### src/rtl/prng256_mixer_if.sv
// rtl/prng256_mixer_if.sv - generator-pair input and tempered-word output handshake bundle
interface prng256_mixer_if;
  logic         in_valid;
  logic [127:0] in_a;
  logic [127:0] in_b;
  logic         in_ready;
  logic         out_valid;
  logic         out_ready;
  logic [255:0] out_data;

  modport master (
    output in_valid, in_a, in_b, out_ready,
    input  in_ready, out_valid, out_data
  );

  modport slave (
    input  in_valid, in_a, in_b, out_ready,
    output in_ready, out_valid, out_data
  );
endinterface

### src/rtl/prng256_mixer.sv
// rtl/prng256_mixer.sv - tempers LCG word pairs into 256-bit words, FWFT FIFO, repetition health test
module prng256_mixer #(
  parameter int DEPTH     = 4,
  parameter int REP_LIMIT = 3
) (
  input  logic                clk,
  input  logic                rst,
  prng256_mixer_if.slave      bus,
  output logic                health_fail,
  input  logic                clear_fail,
  output logic [15:0]         drop_count
);
  localparam int PW = $clog2(DEPTH);
  localparam int CW = PW + 1;
  localparam int RW = $clog2(REP_LIMIT + 1);

  typedef enum logic {ST_RUN, ST_FAIL} state_e;

  state_e         state_q, state_d;
  logic [PW-1:0]  rd_ptr_q, rd_ptr_d;
  logic [PW-1:0]  wr_ptr_q, wr_ptr_d;
  logic [CW-1:0]  count_q, count_d;
  logic [RW-1:0]  rep_cnt_q, rep_cnt_d;
  logic [255:0]   prev_word_q, prev_word_d;
  logic           prev_valid_q, prev_valid_d;
  logic           health_fail_q, health_fail_d;
  logic [15:0]    drop_q, drop_d;
  logic [255:0]   mem_q [DEPTH];

  logic [127:0]   ta, tb;
  logic [255:0]   word;
  logic           in_ready_c, out_valid_c;
  logic           accept, pop, push, match, trip;
  logic [RW-1:0]  rep_next;

  // Both tempering terms deliberately use the raw inputs, not each other.
  assign ta   = bus.in_a ^ {bus.in_b[66:0], bus.in_b[127:67]};
  assign tb   = bus.in_b ^ {bus.in_a[28:0], bus.in_a[127:29]};
  assign word = {ta, tb};

  always_comb begin
    state_d       = state_q;
    rd_ptr_d      = rd_ptr_q;
    wr_ptr_d      = wr_ptr_q;
    count_d       = count_q;
    rep_cnt_d     = rep_cnt_q;
    prev_word_d   = prev_word_q;
    prev_valid_d  = prev_valid_q;
    health_fail_d = health_fail_q;
    drop_d        = drop_q;

    in_ready_c  = !rst && (state_q == ST_RUN) && (count_q < CW'(DEPTH));
    out_valid_c = (state_q == ST_RUN) && (count_q != '0);
    accept      = bus.in_valid && in_ready_c;
    pop         = out_valid_c && bus.out_ready;
    match       = prev_valid_q && (word == prev_word_q);
    rep_next    = match ? (rep_cnt_q + RW'(1)) : RW'(1);
    trip        = accept && (rep_next == RW'(REP_LIMIT));
    push        = accept && !trip;

    if (bus.in_valid && !in_ready_c && (drop_q != 16'hFFFF)) begin
      drop_d = drop_q + 16'd1;
    end

    case (state_q)
      ST_RUN: begin
        if (accept) begin
          rep_cnt_d    = rep_next;
          prev_word_d  = word;
          prev_valid_d = 1'b1;
        end
        // The failing word is dropped and the buffered words are discarded with it.
        if (trip) begin
          state_d       = ST_FAIL;
          health_fail_d = 1'b1;
          count_d       = '0;
          rd_ptr_d      = '0;
          wr_ptr_d      = '0;
        end else begin
          if (push) wr_ptr_d = wr_ptr_q + PW'(1);
          if (pop)  rd_ptr_d = rd_ptr_q + PW'(1);
          if (push && !pop)      count_d = count_q + CW'(1);
          else if (!push && pop) count_d = count_q - CW'(1);
        end
      end
      ST_FAIL: begin
        if (clear_fail) begin
          state_d       = ST_RUN;
          health_fail_d = 1'b0;
          rep_cnt_d     = '0;
          prev_valid_d  = 1'b0;
        end
      end
      default: state_d = ST_RUN;
    endcase
  end

  always_ff @(posedge clk or posedge rst) begin
    if (rst) begin
      state_q       <= ST_RUN;
      rd_ptr_q      <= '0;
      wr_ptr_q      <= '0;
      count_q       <= '0;
      rep_cnt_q     <= '0;
      prev_word_q   <= '0;
      prev_valid_q  <= 1'b0;
      health_fail_q <= 1'b0;
      drop_q        <= '0;
    end else begin
      state_q       <= state_d;
      rd_ptr_q      <= rd_ptr_d;
      wr_ptr_q      <= wr_ptr_d;
      count_q       <= count_d;
      rep_cnt_q     <= rep_cnt_d;
      prev_word_q   <= prev_word_d;
      prev_valid_q  <= prev_valid_d;
      health_fail_q <= health_fail_d;
      drop_q        <= drop_d;
    end
  end

  always_ff @(posedge clk) begin
    if (push) mem_q[wr_ptr_q] <= word;
  end

  assign bus.in_ready  = in_ready_c;
  assign bus.out_valid = out_valid_c;
  assign bus.out_data  = out_valid_c ? mem_q[rd_ptr_q] : '0;
  assign health_fail   = health_fail_q;
  assign drop_count    = drop_q;
endmodule
### src/flat_wrapper.sv
// flat-port wrapper written by rule: the top's interface ports become plain ports
module prng256_mixer_flat 
#(
  parameter int DEPTH     = 4,
  parameter int REP_LIMIT = 3
)
  (clk, rst, health_fail, clear_fail, drop_count, bus_in_valid, bus_in_a, bus_in_b, bus_out_ready, bus_in_ready, bus_out_valid, bus_out_data);
  prng256_mixer_if bus_i ();
  input  logic clk;
  input  logic rst;
  output logic health_fail;
  input  logic clear_fail;
  output logic [15:0] drop_count;
  input wire logic [$bits(bus_i.in_valid)-1:0] bus_in_valid;
  input wire logic [$bits(bus_i.in_a)-1:0] bus_in_a;
  input wire logic [$bits(bus_i.in_b)-1:0] bus_in_b;
  input wire logic [$bits(bus_i.out_ready)-1:0] bus_out_ready;
  output wire logic [$bits(bus_i.in_ready)-1:0] bus_in_ready;
  output wire logic [$bits(bus_i.out_valid)-1:0] bus_out_valid;
  output wire logic [$bits(bus_i.out_data)-1:0] bus_out_data;
  assign bus_i.in_valid = bus_in_valid;
  assign bus_i.in_a = bus_in_a;
  assign bus_i.in_b = bus_in_b;
  assign bus_i.out_ready = bus_out_ready;
  assign bus_in_ready = bus_i.in_ready;
  assign bus_out_valid = bus_i.out_valid;
  assign bus_out_data = bus_i.out_data;
  prng256_mixer #(.DEPTH(DEPTH), .REP_LIMIT(REP_LIMIT)) u_core (.clk(clk), .rst(rst), .bus(bus_i), .health_fail(health_fail), .clear_fail(clear_fail), .drop_count(drop_count));
endmodule
### config.mk
export PLATFORM = sky130hd
export DESIGN_NAME = prng256_mixer_flat
export DESIGN_NICKNAME = d
export VERILOG_FILES = /design/src/rtl/prng256_mixer_if.sv /design/src/rtl/prng256_mixer.sv /design/src/flat_wrapper.sv
export SDC_FILE = /design/constraint.sdc
export NUM_CORES = 2
export LEC_CHECK = 0
export ABC_CLOCK_PERIOD_IN_PS = 17730
export CORE_MARGIN = 4
export CORE_UTILIZATION = 45
export CTS_CLUSTER_DIAMETER = 100
export DETAILED_ROUTE_END_ITERATION = 10
export PLACE_DENSITY = 0.65
export SLEW_MARGIN = 10
export SYNTH_ARGS = -nofsm -noshare
export SYNTH_HDL_FRONTEND = slang
export SYNTH_SLANG_ARGS = --single-unit
### constraint.sdc
create_clock -name clk -period 17.73 [get_ports clk]
set_input_delay 3.546 -clock clk [delete_from_list [all_inputs] [get_ports clk]]
set_output_delay 3.546 -clock clk [all_outputs]
set_load 0.05 [all_outputs]
==> metrics.yaml <==
status: "finished, final reports clean"
layout-drive-gt1-share: 0.137
setup_violations: 0
design.core.area_mm2: 0.120
finalNetCount: 4363
port_buffers: 535
drt_wl_total_um: 182000
cts_buffer_depth: 3
yosysWarnings: 0
grt_usage: 0.283
rows: 127
cts_resized: 0
min_period_over_period: 0.535
cts_buffers: 133
yosysTopAreaCell: "edfxtp_1"
worstSkewPairLatency_ps: 760
h-tree-depth: 4
period_minus_slack_ps: 9490
pre_cts_slack_ps: 7680
cts_tree: "yes"
syn_inst: 3472
dr.pass1.iters: 7
grt_pass1_wl_um: 250000
wl_per_cell_um: 31.2
hold_viol_final: 0
ys.flop_type: "edfxtp_1"
fmax_ghz: 0.105
power_leakage_nw: 24.0
dp_cells: 5572
worst_slack_ps: 8240
slew_headroom: 0.122
grt_start_max_net_pins: 306
area_growth_pct: 22.5
critPathLaunchType: "input pin"
io-pin-count: 536
grt_pass1_vias: 32471
synth_nets: 3740
synth.top_cell.area_share: 0.562
drc: 0
antenna_found_initial: 28
syn-cell-area_mm2: 0.0547
stdcell_area_mm2: 0.0671
die_area_mm2: 0.127
drv_slew: 0
synth_cell_types: 45
maxCapViolCount: 0
grt_overflow: 0
viasPerCell: 5.69
place_area_mm2: 0.0624
ys_seq_area_frac: 0.691
crit_path_end_kind: "flip-flop"
rsz0062_at_grt: "no"
clock-sinks: 1308
vias: 33212
ys_top_cells_by_area: "edfxtp_1, dfrtp_1, mux4_2"
drtIter0Drc: 4325
vdd_ir_drop_max_mv: 0.185
die_x_um: 357
stdcell_count: 5833
critPathKind: "input pin to flip-flop"
cts_hold_buf: 0
r2r_slack_ps: 11620
synth_edf_count: 1024
cp.required_ps: 18140
root_buffer: "clkbuf_16"
start_util: 0.455
ys_ff_latch: 1308
avgSynthCellArea_um2: 15.8
hp-class: "flip-flop to flip-flop"
power_density_mw_per_mm2: 185
postCtsSetupBuffers: 0
arrival_ps: 9900
clock_skew_ps: 37.0
worstMarginPinSlew_ps: 1310
die_y_um: 357
synthArstFlopShare: 0.217
holdWs_ps: 486
setup_tns_ps: 0
antenna_left: 0
crit_fanout: 58
dpl.hpwl_um: 134000
gp_congestion: 0.999
clkTransAtPathRegs_ps: 60
Yosys cell counts, drive strengths merged (2+ instances only):
master   instances
ha               6
nand4           25
xor2           107
o21ai          201
dfrtp          284
o21a             2
inv            204
a211oi          20
nand2          403
and2           258
a22oi           11
edfxtp        1024
o22ai           23
clkbuf         108
nand3            9
o2bb2ai         26
a22o             8
a21oi           20
a221oi           5
o2111ai          5
xnor2          299
mux4           256
xnor3           11
nor3             5
nor4            45
nor2b            2
and4             6
buf             36
nor2            55
area by class of cell:
type	count	area, um2
Timing Repair Buffer	632	6150
Fill cell	9535	53200
Multi-Input combinational cell	1816	15600
Tap cell	1612	2020
Clock buffer	185	3780
Inverter	204	773
Antenna cell	15	37.5
Sequential cell	1308	37900
Clock inverter	61	806
worst max-delay path, cell delays in order:
cell and delay, ps:
clkdlybuf4s50_1 510, xnor2_1 700, xnor2_1 370, nor4_1 900, nand3_1 190, nor4_1 430, nand4_1 420, nor3_2 750
nor2_4 390, buf_4 520, buf_4 530, buf_4 470
placed cells by master (no fill, tap or decap), types with 106 or more instances in the layout:
cell             count
and2_1             257
clkbuf_16          139
clkdlybuf4s50_1    535
dfrtp_1            282
edfxtp_1          1024
inv_1              203
mux4_2             256
nand2_1            402
o21ai_0            201
xnor2_1            295
xor2_1             106
logic make-up (layout without fill, tap and decap cells):
group	count (synthesis)	in the layout	share of synthesized area
flops	1308	1308	0.691
simple gates	810	810	0.0723
xor+xnor	417	417	0.0698
buf+inv	348	1082	0.0241
compound gates	325	325	0.0351
mux	257	257	0.106
fa+ha+maj	7	7	0.00174
other cells	0	15	0
stage by stage:
stage / power (mW) / util
after floorplan: 7.58 / -
after global placement: 9.48 / 0.519
after detailed placement: 9.51 / 0.519
after CTS: 12.4 / 0.557
after global routing: 12.8 / 0.557
final: 12.4 / 0.558
flip-flops by register name, indices dropped and copies added, names as in the netlist:
| signal | flops |
|---|---|
| u_core.count_q | 3 |
| u_core.drop_count | 16 |
| u_core.health_fail | 1 |
| u_core.mem_q | 1024 |
| u_core.prev_valid_q | 1 |
| u_core.prev_word_q | 256 |
| u_core.rd_ptr_q | 2 |
| u_core.rep_cnt_q | 2 |
| u_core.state_q | 1 |
| u_core.wr_ptr_q | 2 |
path summary, 6_finish.rpt:
kind	cells after the start	from	endpoint
max	12	bus_in_a[31]	u_core.mem_q[1][114]$_DFFE_PP_
min	2	u_core.prev_word_q[83]$_DFFE_PP0P_	u_core.prev_word_q[83]$_DFFE_PP0P_
max reg2reg	11	u_core.prev_word_q[108]$_DFFE_PP0P_	u_core.mem_q[1][114]$_DFFE_PP_
min reg2reg	2	u_core.prev_word_q[83]$_DFFE_PP0P_	u_core.prev_word_q[83]$_DFFE_PP0P_
max in group asynchronous	3	rst	u_core.prev_word_q[122]$_DFFE_PP0P_
min in group asynchronous	2	rst	u_core.drop_count[1]$_DFFE_PP0P_
power by group:
group / total [mW] / internal (mW) / leakage [nW] / switching [mW]
Clock: 2.94 / 1.75 / 2.24 / 1.19
Sequential: 4.18 / 3.85 / 12.8 / 0.328
Combinational: 5.28 / 1.88 / 9.02 / 3.40
Total: 12.4 / 7.47 / 24.0 / 4.92
per-layer routing:
layer | track usage | wire, um
met1 | 0.393 | 71000
met4 | 0.0899 | 5830
met5 | 0 | 125
met3 | 0.0834 | 21400
met2 | 0.435 | 83800
No activity file was read; power rests on OpenSTA's default activity.
